### src/rtl/pea_pkg.sv
// Shared PEA types and defaults used by the shared division arbiter.
package pea_pkg;

    localparam int unsigned N_DIV_REQ  = 4;
    localparam int unsigned N_DIV_BITS = 32;

    typedef enum logic [1:0] {
        DA_IDLE = 2'd0,
        DA_BUSY = 2'd1,
        DA_RESP = 2'd2
    } div_arb_state_t;

endpackage

### src/rtl/div_iter_core.sv
// Iterative restoring unsigned divider: one quotient bit per enabled cycle,
// with an immediate shortcut for a zero divisor.
module div_iter_core
    import pea_pkg::*;
#(
    parameter int unsigned N_BITS = N_DIV_BITS
) (
    input  logic              clk_i,
    input  logic              rst_n_i,
    input  logic              i_start,
    input  logic              i_enable,
    input  logic [N_BITS-1:0] i_a,
    input  logic [N_BITS-1:0] i_b,
    output logic              o_done_c,
    output logic [N_BITS-1:0] o_quo,
    output logic [N_BITS-1:0] o_rem
);

    localparam int unsigned CNT_W = $clog2(N_BITS);

    logic [N_BITS-1:0] r_quo;
    logic [N_BITS-1:0] r_rem;
    logic [N_BITS-1:0] r_b;
    logic [CNT_W-1:0]  r_cnt;

    logic [N_BITS:0]   w_shift;
    logic [N_BITS:0]   w_diff;
    logic              w_bit;
    logic              w_last;
    logic              w_b_zero;

    // Extra top bit keeps the trial subtraction exact for divisors above 2^(N_BITS-1).
    assign w_shift  = {r_rem, r_quo[N_BITS-1]};
    assign w_diff   = w_shift - {1'b0, r_b};
    assign w_bit    = ~w_diff[N_BITS];
    assign w_last   = (r_cnt == CNT_W'(N_BITS - 1));
    assign w_b_zero = (i_b == '0);

    assign o_done_c = (i_start & w_b_zero) | (i_enable & w_last);
    assign o_quo    = r_quo;
    assign o_rem    = r_rem;

    always_ff @(posedge clk_i) begin
        if (!rst_n_i) begin
            r_quo <= '0;
            r_rem <= '0;
            r_b   <= '0;
            r_cnt <= '0;
        end else if (i_start) begin
            r_b   <= i_b;
            r_cnt <= '0;
            if (w_b_zero) begin
                r_quo <= '1;
                r_rem <= i_a;
            end else begin
                r_quo <= i_a;
                r_rem <= '0;
            end
        end else if (i_enable) begin
            r_quo <= {r_quo[N_BITS-2:0], w_bit};
            r_rem <= w_bit ? w_diff[N_BITS-1:0] : w_shift[N_BITS-1:0];
            r_cnt <= r_cnt + CNT_W'(1);
        end
    end

endmodule

### src/rtl/s_div_arbiter.sv
// Round-robin arbiter sharing one iterative divider among N_REQ PEs,
// frozen entirely by the global pea_ready_i stall.
module s_div_arbiter
    import pea_pkg::*;
#(
    parameter int unsigned N_REQ     = N_DIV_REQ,
    parameter int unsigned N_BITS    = N_DIV_BITS,
    parameter int unsigned LOG_N_REQ = $clog2(N_REQ)
) (
    input  logic                           clk_i,
    input  logic                           rst_n_i,
    input  logic                           pea_ready_i,
    input  logic [N_REQ-1:0]               req_valid_i,
    input  logic [N_REQ-1:0][N_BITS-1:0]   req_a_i,
    input  logic [N_REQ-1:0][N_BITS-1:0]   req_b_i,
    input  logic [N_REQ-1:0]               req_rem_i,
    output logic [N_REQ-1:0]               req_ready_o,
    output logic [N_REQ-1:0]               resp_valid_o,
    input  logic [N_REQ-1:0]               resp_ready_i,
    output logic [N_BITS-1:0]              res_o,
    output logic [N_BITS-1:0]              rem_q_o,
    output logic                           busy_o,
    output logic [LOG_N_REQ-1:0]           grant_idx_o
);

    localparam int unsigned IDX_W = LOG_N_REQ + 1;

    div_arb_state_t       r_state;
    div_arb_state_t       w_state_nxt;
    logic [LOG_N_REQ-1:0] r_rr_ptr;
    logic [LOG_N_REQ-1:0] w_rr_nxt;
    logic [LOG_N_REQ-1:0] r_owner;
    logic                 r_rem_sel;

    logic [IDX_W-1:0]     w_cand;
    logic [LOG_N_REQ-1:0] w_win_idx;
    logic                 w_win_found;
    logic                 w_hs;
    logic                 w_step;
    logic                 w_done;
    logic [N_BITS-1:0]    w_quo;
    logic [N_BITS-1:0]    w_rem;

    // First valid requester at or after r_rr_ptr, with wrap.
    always_comb begin
        w_win_found = 1'b0;
        w_win_idx   = '0;
        w_cand      = '0;
        for (int unsigned k = 0; k < N_REQ; k++) begin
            w_cand = IDX_W'(r_rr_ptr) + IDX_W'(k);
            if (w_cand >= IDX_W'(N_REQ)) begin
                w_cand = w_cand - IDX_W'(N_REQ);
            end
            if (!w_win_found && req_valid_i[w_cand[LOG_N_REQ-1:0]]) begin
                w_win_found = 1'b1;
                w_win_idx   = w_cand[LOG_N_REQ-1:0];
            end
        end
    end

    assign w_hs   = (r_state == DA_IDLE) & w_win_found & pea_ready_i & rst_n_i;
    assign w_step = (r_state == DA_BUSY) & pea_ready_i;

    div_iter_core #(
        .N_BITS (N_BITS)
    ) u_core (
        .clk_i    (clk_i),
        .rst_n_i  (rst_n_i),
        .i_start  (w_hs),
        .i_enable (w_step),
        .i_a      (req_a_i[w_win_idx]),
        .i_b      (req_b_i[w_win_idx]),
        .o_done_c (w_done),
        .o_quo    (w_quo),
        .o_rem    (w_rem)
    );

    always_comb begin
        w_state_nxt = r_state;
        w_rr_nxt    = r_rr_ptr;
        case (r_state)
            DA_IDLE: begin
                if (w_hs) begin
                    w_state_nxt = w_done ? DA_RESP : DA_BUSY;
                end
            end
            DA_BUSY: begin
                if (w_step && w_done) begin
                    w_state_nxt = DA_RESP;
                end
            end
            DA_RESP: begin
                if (pea_ready_i && resp_ready_i[r_owner]) begin
                    w_state_nxt = DA_IDLE;
                    w_rr_nxt    = (r_owner == LOG_N_REQ'(N_REQ - 1)) ? '0
                                                                     : r_owner + LOG_N_REQ'(1);
                end
            end
            default: w_state_nxt = DA_IDLE;
        endcase
    end

    always_ff @(posedge clk_i) begin
        if (!rst_n_i) begin
            r_state   <= DA_IDLE;
            r_rr_ptr  <= '0;
            r_owner   <= '0;
            r_rem_sel <= 1'b0;
        end else if (pea_ready_i) begin
            r_state  <= w_state_nxt;
            r_rr_ptr <= w_rr_nxt;
            if (w_hs) begin
                r_owner   <= w_win_idx;
                r_rem_sel <= req_rem_i[w_win_idx];
            end
        end
    end

    // Response side is decoded purely from registered state.
    always_comb begin
        req_ready_o  = '0;
        resp_valid_o = '0;
        res_o        = '0;
        rem_q_o      = '0;
        grant_idx_o  = '0;
        busy_o       = (r_state != DA_IDLE);
        if (w_hs) begin
            req_ready_o[w_win_idx] = 1'b1;
        end
        if (r_state != DA_IDLE) begin
            grant_idx_o = r_owner;
        end
        if (r_state == DA_RESP) begin
            resp_valid_o[r_owner] = 1'b1;
            res_o                 = r_rem_sel ? w_rem : w_quo;
            rem_q_o               = r_rem_sel ? w_quo : w_rem;
        end
    end

endmodule

### config.mk
export PLATFORM = sky130hd
export DESIGN_NAME = s_div_arbiter
export DESIGN_NICKNAME = d
export VERILOG_FILES = /design/src/rtl/pea_pkg.sv /design/src/rtl/div_iter_core.sv /design/src/rtl/s_div_arbiter.sv
export SDC_FILE = /design/constraint.sdc
export NUM_CORES = 1
export LEC_CHECK = 0
export BUFFER_PORTS_ARGS = -buffer_cell sky130_fd_sc_hd__buf_2
export CAP_MARGIN = 10
export CORE_MARGIN = 2
export CORE_UTILIZATION = 47
export DETAILED_ROUTE_END_ITERATION = 10
export GPL_ROUTABILITY_DRIVEN = 0
export PLACE_DENSITY = 0.8
export SLEW_MARGIN = 20
export SYNTH_ARGS = -nofsm -noshare
export SYNTH_HDL_FRONTEND = slang
export SYNTH_HIERARCHICAL = 1
export SYNTH_SLANG_ARGS = --single-unit
### constraint.sdc
create_clock -name clk_i -period 3.9 [get_ports clk_i]
set_clock_uncertainty 0.05 [all_clocks]
set_input_delay 0.195 -clock clk_i [delete_from_list [all_inputs] [get_ports clk_i]]
set_output_delay 0.195 -clock clk_i [all_outputs]
set_load 0.01 [all_outputs]
==> results of run 1 <==
report_power, final:
part           leakage (nW)  switching [mW]  internal, mW
registers             0.888           0.138          1.19
logic                  4.76            1.04         0.945
clock network         0.148           0.480         0.456
stage by stage:
step,total power [mW],util,worst slack [ns]
after floorplan,2.775,-,0.1999
after CTS,4.210,0.5829,0.006326
after detailed placement,3.268,0.5676,-0.02208
final,4.247,0.5883,0.08316
after global routing,4.489,0.5883,0.0002176
after global placement,3.231,0.5676,0.1179
cells in the mapped netlist, types with 7 or more instances:
cell type / n
nand2b_1: 8
buf_1: 14
buf_6: 15
a21oi_1: 94
inv_1: 45
nand2_1: 82
o21a_1: 7
o211ai_1: 19
nand4_1: 8
o21ai_0: 106
nor4_1: 9
dfxtp_1: 108
a31oi_1: 16
or3_1: 14
nand3_1: 15
nor2_1: 101
buf_2: 8
ha_1: 38
mux2_2: 17
o22ai_1: 23
a21o_1: 11
nor2b_1: 42
xor2_1: 11
xnor2_1: 19
and2_1: 8
mux2i_1: 303
clkbuf_1: 52
registers in the layout (all words and copies together) (netlist names):
name          cells
u_core/r_cnt      5
r_owner           2
r_rr_ptr          2
u_core/o_rem     32
r_rem_sel         1
u_core/o_quo     32
u_core/r_b       32
r_state           2
final cells by class:
cell class | count | area [um2]
Clock buffer | 9 | 225.2
Clock inverter | 7 | 71.32
Fill cell | 1909 | 8682
Inverter | 46 | 172.7
Multi-Input combinational cell | 1012 | 7381
Sequential cell | 108 | 2168
Tap cell | 275 | 344.1
Timing Repair Buffer | 379 | 2043
path summary, 6_finish.rpt:
kind,start,end,slack [ns],depth (start not counted)
setup / recovery,r_rr_ptr[1],u_core/o_quo[25],0.08,12
hold / removal,pea_ready_i,r_state[0],0.14,3
setup reg to reg,r_rr_ptr[1],u_core/o_quo[25],0.08,12
hold reg to reg,u_core/r_b[24],u_core/r_b[24],0.47,2
logic make-up after synthesis:
kind of cell    share of synthesized area
compound gates                     0.1788
xor+xnor                          0.02594
fa+ha+maj                         0.04893
buf+inv                           0.06585
flops                              0.2135
mux                                0.3221
simple gates                       0.1449
timing repair:
| action | CTS | global route |
|---|---|---|
| pin swaps | 0 | 4 |
| buffers inserted | 0 | 7 |
| resized for setup | 5 | 7 |
| cloned | 1 | 1 |
| setup endpoints to repair | 42 | 63 |
critical path, delay by kind of cell (launching register included):
family / cells / cell delay [ns]
mux: 2 / 0.28
simple gates: 5 / 2.08
compound gates: 1 / 0.18
flops: 1 / 0.41
buf+inv: 4 / 0.71
routing by layer:
metal | up-vias | routed length (um)
met3 | 37 | 3055
met2 | 542 | 15360
met5 | - | 0
met4 | 0 | 598
met1 | 4820 | 14140
li1 | 5146 | -
==> reports/metrics.csv, run 1 <==
metric,value,unit
outcome,finished clean,
antenna_cells,0,
grt_util_met1,0.3524,
die_w,150.8,um
hold_slack,0.1428,ns
fin_nets,1866,
die_y,150.8,um
syn_nets,1567,
synth_edf_count,0,
io_buffers,345,
final_cell_mix,"345 x buf_2, 303 x mux2i_1, 106 x o21ai_0, 105 x dfxtp_1, 100 x nor2_1",
met3_usage,0.06446,
grt_pass1_vias,9686,
worst_pin_slew,1.046,ns
worstSetupPathType,reg2reg,
synth_ff_type,dfxtp_1,
area_delta_synth_final,22.50,%
ctsRootBufferMaster,clkbuf_16,
synth_top_area_share,0.2995,
crit_arrival,4.05,ns
min_period,3.817,ns
final_common_cell,buf_2,
maxCapViolations,0,
cp_max_fo,31,
required,4.14,ns
track_usage,0.2768,
final_cell_area,12410,um2
grt_max_degree,106,
syn_area,10130,um2
hold_buffers,0,
dpl_cell_area,11970,um2
via_per_inst,5.743,
syn-mean-instance-area,8.057,um2
drt_wl_total,33150,um
cts_tree,yes,
async_flop_share,0,
via_count,10550,
initial_core_util,0.4802,
dr.pass1.iters,5,
drive_above_1_share,0.2799,
cellPowerDensity,342.4,nW/um2
grt.busiest_layer,met2,
relSlewSlack,0.3024,
ys.warnings.count,6,
clk_pin_slew,0.08,ns
syn_inst,1257,
p_leak,5.798,nW
max_freq,262.0,MHz
dieArea,22740,um2
worst_path_max_delay_cell,or4_4,
min_path_type,in2reg,
htreeDepth,3,
synth-seq-area-share,0.2135,
drt_iter0_markers,791,
yosys_register_bits,108,
clk_latency,0.37,ns
place_hpwl,25340,um
period_share,0.9787,
drcViolationCount,0,
antenna_found_initial,0,
slew_violations,0,
finalSetupViolations,0,
dp.cells,1811,
crit_path_start_kind,register,
slowest_delay,0.63,ns
path_cells,inv_2 > or4_4 > and2_4 > buf_12 > mux2i_1 > mux2i_1 > nor4_1 > buf_4 > nand4_1 > or4_4 > buf_4 > a21oi_1,
hold_violations,0,
yosysTopAreaCell,mux2i_1,
use_met2,0.4707,
grt_pass1_wl,49670,um
cts_buffers,9,
finalNonFillerCells,1836,
worst_ir_drop_vdd,0.2379,mV
ys_top_cells_by_area,"mux2i_1 30%, dfxtp_1 21%, o21ai_0 5.2%",
fin_tns_setup,0,ns
rows,53,
cts_max_path_buffers,2,
rsz0062_at_grt,false,
grt-ovfl-total,0,
core-area,21090,um2
io_pins,346,
wl_per_cell,18.06,um
cts_sinks,108,
endpoint_kind,register,
ant_nets,0,
synth.distinct_cells,61,
Power figures use the tool's default switching activity.
==> run 2, diff against run 1 <==
--- a/config.mk
+++ b/config.mk
@@ -11,6 +11,7 @@
 export CORE_UTILIZATION = 47
 export DETAILED_ROUTE_END_ITERATION = 10
 export GPL_ROUTABILITY_DRIVEN = 0
+export MAX_ROUTING_LAYER = met4
 export PLACE_DENSITY = 0.8
 export SLEW_MARGIN = 20
 export SYNTH_ARGS = -nofsm -noshare
==> run 2 against run 1 <==
Critical path depth is 1 lower. Die area stayed put. First-iteration DRC count is 3.8% lower. Clock-buffer cell count stayed put. Fmax is 1.3% higher. Worst setup slack better by 0.051 ns. Non-clock buffer count stayed put. Sequential power hardly changed. Sequential share of layout area hardly changed. Flip-flop and latch count stayed put. Final area hardly changed. Largest power group unchanged. Highest routed layer unchanged.
==> reports/metrics.csv, run 2 (synthesis results as in run 1) <==
metric,value,unit
p_seq_frac,0.313,
slew_violations,0,
die_y,150.8,um
clk_pin_slew,0.08,ns
cts_tree,yes,
grt-ovfl-total,0,
via_per_inst,5.741,
fin_tns_setup,0,ns
ctsRootBufferMaster,clkbuf_16,
min_period,3.766,ns
drt_wl_total,33120,um
finalSetupViolations,0,
crit_arrival,4.01,ns
fin_nets,1866,
final_cell_mix,"345 x buf_2, 303 x mux2i_1, 106 x o21ai_0, 105 x dfxtp_1, 100 x nor2_1",
fillers,1908,
drive_above_1_share,0.2799,
total_power,4.243,mW
place_hpwl,25340,um
min_path_type,in2reg,
final_common_cell,buf_2,
cp_max_fo,31,
netSwitchingFraction,0.3890,
grt_pass1_wl,49610,um
dr.pass1.iters,5,
cellPowerDensity,342.0,nW/um2
antenna_found_initial,0,
worst_pin_slew,1.036,ns
io_buffers,345,
p_clk_frac,0.220,
die_w,150.8,um
core-area,21090,um2
endpoint_kind,register,
track_usage,0.2847,
p_int,2.593,mW
crit_path_start_kind,register,
grt_max_degree,106,
max_freq,265.5,MHz
worst_ir_drop_vdd,0.2343,mV
ant_nets,0,
hold_violations,0,
multi_input_area,7381,um2
cts_sinks,108,
maxCapViolations,0,
p_switching,1.651,mW
r2r.worst_path.cells,11,
grt_pass1_vias,9692,
initial_core_util,0.4802,
wl_per_cell,18.03,um
holdPathStages,3,
regArea,2168,um2
power_frac_comb,0.467,
worstSetupPathType,reg2reg,
htreeDepth,3,
cts_buffers,9,
cts_max_path_buffers,2,
outcome,finished clean,
required,4.14,ns
area_delta_synth_final,22.52,%
drt_iter0_markers,761,
relSlewSlack,0.3092,
clk_latency,0.37,ns
rsz0062_at_grt,false,
rows,53,
p_leak,5.798,nW
via_count,10550,
dieArea,22740,um2
io_pins,346,
period_share,0.9657,
drcViolationCount,0,
-- run 2: cell types whose count changed in the layout (fill, tap and decap cells not counted), sizes merged --
cell   delta
diode     +1
-- run 2: critical path, stage by stage, from the launching register on --
cell,delay (ns)
dfxtp_2,0.41
inv_2,0.09
or4_4,0.62
and2_2,0.33
buf_4,0.21
mux2i_1,0.18
mux2i_1,0.13
nor4_2,0.34
nand4_1,0.25
or4_4,0.62
buf_4,0.27
a21oi_1,0.19
-- run 2: timing repair --
item,CTS,global route
hold buffers,0,0
buffers inserted,0,7
resized for setup,5,7
cloned,1,1
pin swaps,0,4
endpoints found under the setup margin,42,63
-- run 2: final timing paths --
check / from / end / slack [ns]
setup / recovery: r_rr_ptr[1] / u_core/o_quo[14] / 0.13
hold / removal: pea_ready_i / r_state[0] / 0.14
setup reg to reg: r_rr_ptr[1] / u_core/o_quo[14] / 0.13
hold reg to reg: u_core/r_b[24] / u_core/r_b[24] / 0.47
-- run 2: metal layers --
layer,global-route usage,share of wire
met5,-,0
met2,0.4693,0.47
met1,0.3552,0.43
met4,0.07383,0.018
met3,0.06145,0.091
-- run 2: area by class of cell --
type | count | share of cell area
Multi-Input combinational cell | 1012 | 0.5948
Inverter | 46 | 0.01392
Clock inverter | 7 | 0.005748
Timing Repair Buffer | 379 | 0.1647
Sequential cell | 108 | 0.1747
Antenna cell | 1 | 0.0002017
Tap cell | 275 | 0.02773
Clock buffer | 9 | 0.01815
-- run 2: power by group through the flow --
| stage | Sequential, mW | Clock [mW] | Combinational (mW) |
|---|---|---|---|
| 6_report | 1.33 | 0.935 | 1.98 |
| 4_1_cts | 1.32 | 0.948 | 1.94 |
| 3_5_place_dp | 1.35 | 0 | 1.92 |
| 2_1_floorplan | 1.28 | 0 | 1.49 |
| 5_1_grt | 1.34 | 0.982 | 2.17 |
| 3_3_place_gp | 1.34 | 0 | 1.89 |
-- run 2: stage by stage --
| stage | hold WS (ns) | setup slack [ns] | instances | util | area, um2 |
|---|---|---|---|---|---|
| after floorplan | 0.2642 | 0.1999 | 1257 | - | 10130 |
| after global placement | 0.4292 | 0.1179 | 1811 | 0.5676 | 11970 |
| after detailed placement | 0.4504 | -0.02208 | 1811 | 0.5676 | 11970 |
| after CTS | 0.1217 | 0.006326 | 1828 | 0.5829 | 12290 |
| after global routing | 0.1445 | 0.0005711 | 1836 | 0.5883 | 12410 |
| final | 0.1418 | 0.1338 | 1837 | 0.5884 | 12410 |
==> run 3, diff against run 2 <==
--- a/config.mk
+++ b/config.mk
@@ -12,7 +12,8 @@
 export DETAILED_ROUTE_END_ITERATION = 10
 export GPL_ROUTABILITY_DRIVEN = 0
 export MAX_ROUTING_LAYER = met4
-export PLACE_DENSITY = 0.8
+export PLACE_DENSITY_LB_ADDON = 0.1
+export RECOVER_POWER = 100
 export SLEW_MARGIN = 20
 export SYNTH_ARGS = -nofsm -noshare
 export SYNTH_HDL_FRONTEND = slang
==> run 3 against run 2 <==
Global-route usage shrank 0.88 points. Die area is the same. Fmax shrank 0.17%. The flow now finishes with violations (max-capacitance violations, max-slew violations). Worst setup slack lost 0.0065 ns. Critical endpoint is now u_core/o_quo[15].
==> reports/metrics.csv, run 3 (synthesis results as in run 1) <==
metric,value,unit
outcome,finished with violations,
violations,"max-capacitance violations, max-slew violations",
hold_buffers,0,
rows,53,
drt_iter0_markers,539,
rsz0062_at_grt,false,
cellPowerDensity,353.1,nW/um2
antenna_cells,0,
antenna_found_initial,0,
worst_pin_slew,1.883,ns
cp_max_fo,46,
period_share,0.9674,
finish.utilization,0.5803,
grt-ovfl-total,0,
initial_core_util,0.4802,
die_w,150.8,um
io_buffers,345,
grt_pass1_wl,49030,um
die_y,150.8,um
r2r.worst_path.cells,11,
cts_tree,yes,
area_delta_synth_final,20.84,%
drive_above_1_share,0.2237,
regToRegStartpoint,r_rr_ptr[0],
drt_wl_total,31280,um
core-area,21090,um2
via_per_inst,5.677,
fillers,2091,
place_hpwl,23770,um
finalSetupViolations,0,
dieArea,22740,um2
fin_nets,1856,
worst_ir_drop_vdd,0.2466,mV
ctsRootBufferMaster,clkbuf_16,
r2r_slack,0.13,ns
dr.pass1.iters,5,
max_freq,265.1,MHz
cts_buffers,9,
clk_pin_slew,0.08,ns
via_count,10370,
slowest_delay,0.65,ns
fin_tns_setup,0,ns
io_pins,346,
crit_path_start_kind,register,
crit_family,simple AND/OR/NAND/NOR gates,
worstSetupPathType,reg2reg,
grt_max_degree,106,
holdPathStages,3,
cts_sinks,108,
crit_arrival,4.01,ns
required,4.14,ns
relSlewSlack,-0.2554,
path_cells,nor2b_1 > or4_1 > and2_4 > buf_12 > mux2i_1 > mux2i_1 > nor4_1 > nand4_1 > or4_1 > buf_4 > a21oi_1,
r2r_end,u_core/o_quo[15],
slew_violations,66,
wl_per_cell,17.13,um
endpoint_kind,register,
hold_slack,0.1409,ns
min_to,r_rem_sel,
htreeDepth,3,
drcViolationCount,0,
clk_latency,0.36,ns
min_period,3.773,ns
min_path_type,in2reg,
hp-start,req_rem_i[1],
ant_nets,0,
final_cell_mix,"303 x mux2i_1, 272 x buf_2, 106 x o21ai_0, 106 x dfxtp_1, 100 x nor2_1",
cts_max_path_buffers,2,
track_usage,0.2759,
grt_pass1_vias,9819,
hold_violations,0,
cp_num_buf_inv,2,
maxCapViolations,1,
worst_path_max_delay_cell,or4_1,
final_common_cell,mux2i_1,
p_leak,5.429,nW
postCtsSetupRepairBufs,0,
## run 3: cell type report
| cell class | instances | area, um2 | share of cell area |
|---|---|---|---|
| Clock buffer | 10 | 229.0 | 0.01871 |
| Multi-Input combinational cell | 1010 | 7356 | 0.6011 |
| Timing Repair Buffer | 371 | 1878 | 0.1535 |
| Tap cell | 275 | 344.1 | 0.02812 |
| Clock inverter | 6 | 93.84 | 0.007668 |
| Sequential cell | 108 | 2165 | 0.1769 |
| Inverter | 46 | 172.7 | 0.01411 |
## run 3: worst max-delay path by stage
stage	to	slack, ns	depth (start not counted)	startpoint
3_5_place_dp	u_core/o_quo[15]	-0.03	11	r_rr_ptr[1]
5_1_grt	u_core/o_rem[16]	0.008	14	r_rr_ptr[0]
3_3_place_gp	r_state[1]	0.06	13	r_rr_ptr[1]
6_report	u_core/o_quo[15]	0.13	11	r_rr_ptr[0]
4_1_cts	u_core/o_quo[15]	0.08	11	r_rr_ptr[1]
2_1_floorplan	u_core/o_rem[15]	0.20	15	r_rr_ptr[1]
## run 3: report_power, final
group | switching [mW] | leakage, nW | internal, mW
Sequential | 0.131 | 0.887 | 1.19
Combinational | 1.02 | 4.38 | 0.948
Clock | 0.458 | 0.159 | 0.571
Total | 1.61 | 5.43 | 2.71
## run 3: repair_timing
action	4_1_cts	5_1_grt
pin swaps	0	0
setup endpoints to repair	32	51
gates resized for setup	1	4
hold endpoints to repair	0	0
gates cloned	0	0
## run 3: per-layer routing
metal / vias to the layer above / track usage / wire length, um
met3: 45 / 0.04247 / 1581
met2: 312 / 0.5025 / 16230
met1: 4885 / 0.3172 / 12720
met5: - / - / 0
li1: 5125 / - / -
met4: 0 / 0.06822 / 752
## run 3: tightest hold or removal path: cells and delay by family
kind	cells	cell delay (ns)
and+or+nand+nor	1	0.15
AOI/OAI and AO/OA	1	0.07
buffers and inverters	1	0.09
## run 3: through the flow
step           setup WS, ns  std cells  total power, mW  instance area, um2
5_1_grt            0.007523       1826            4.599               12240
3_5_place_dp       -0.02672       1810            3.297               11990
2_1_floorplan        0.1999       1257            2.775               10130
3_3_place_gp        0.06157       1810            3.279               11990
6_report             0.1273       1826            4.322               12240
4_1_cts             0.08097       1826            4.334               12320
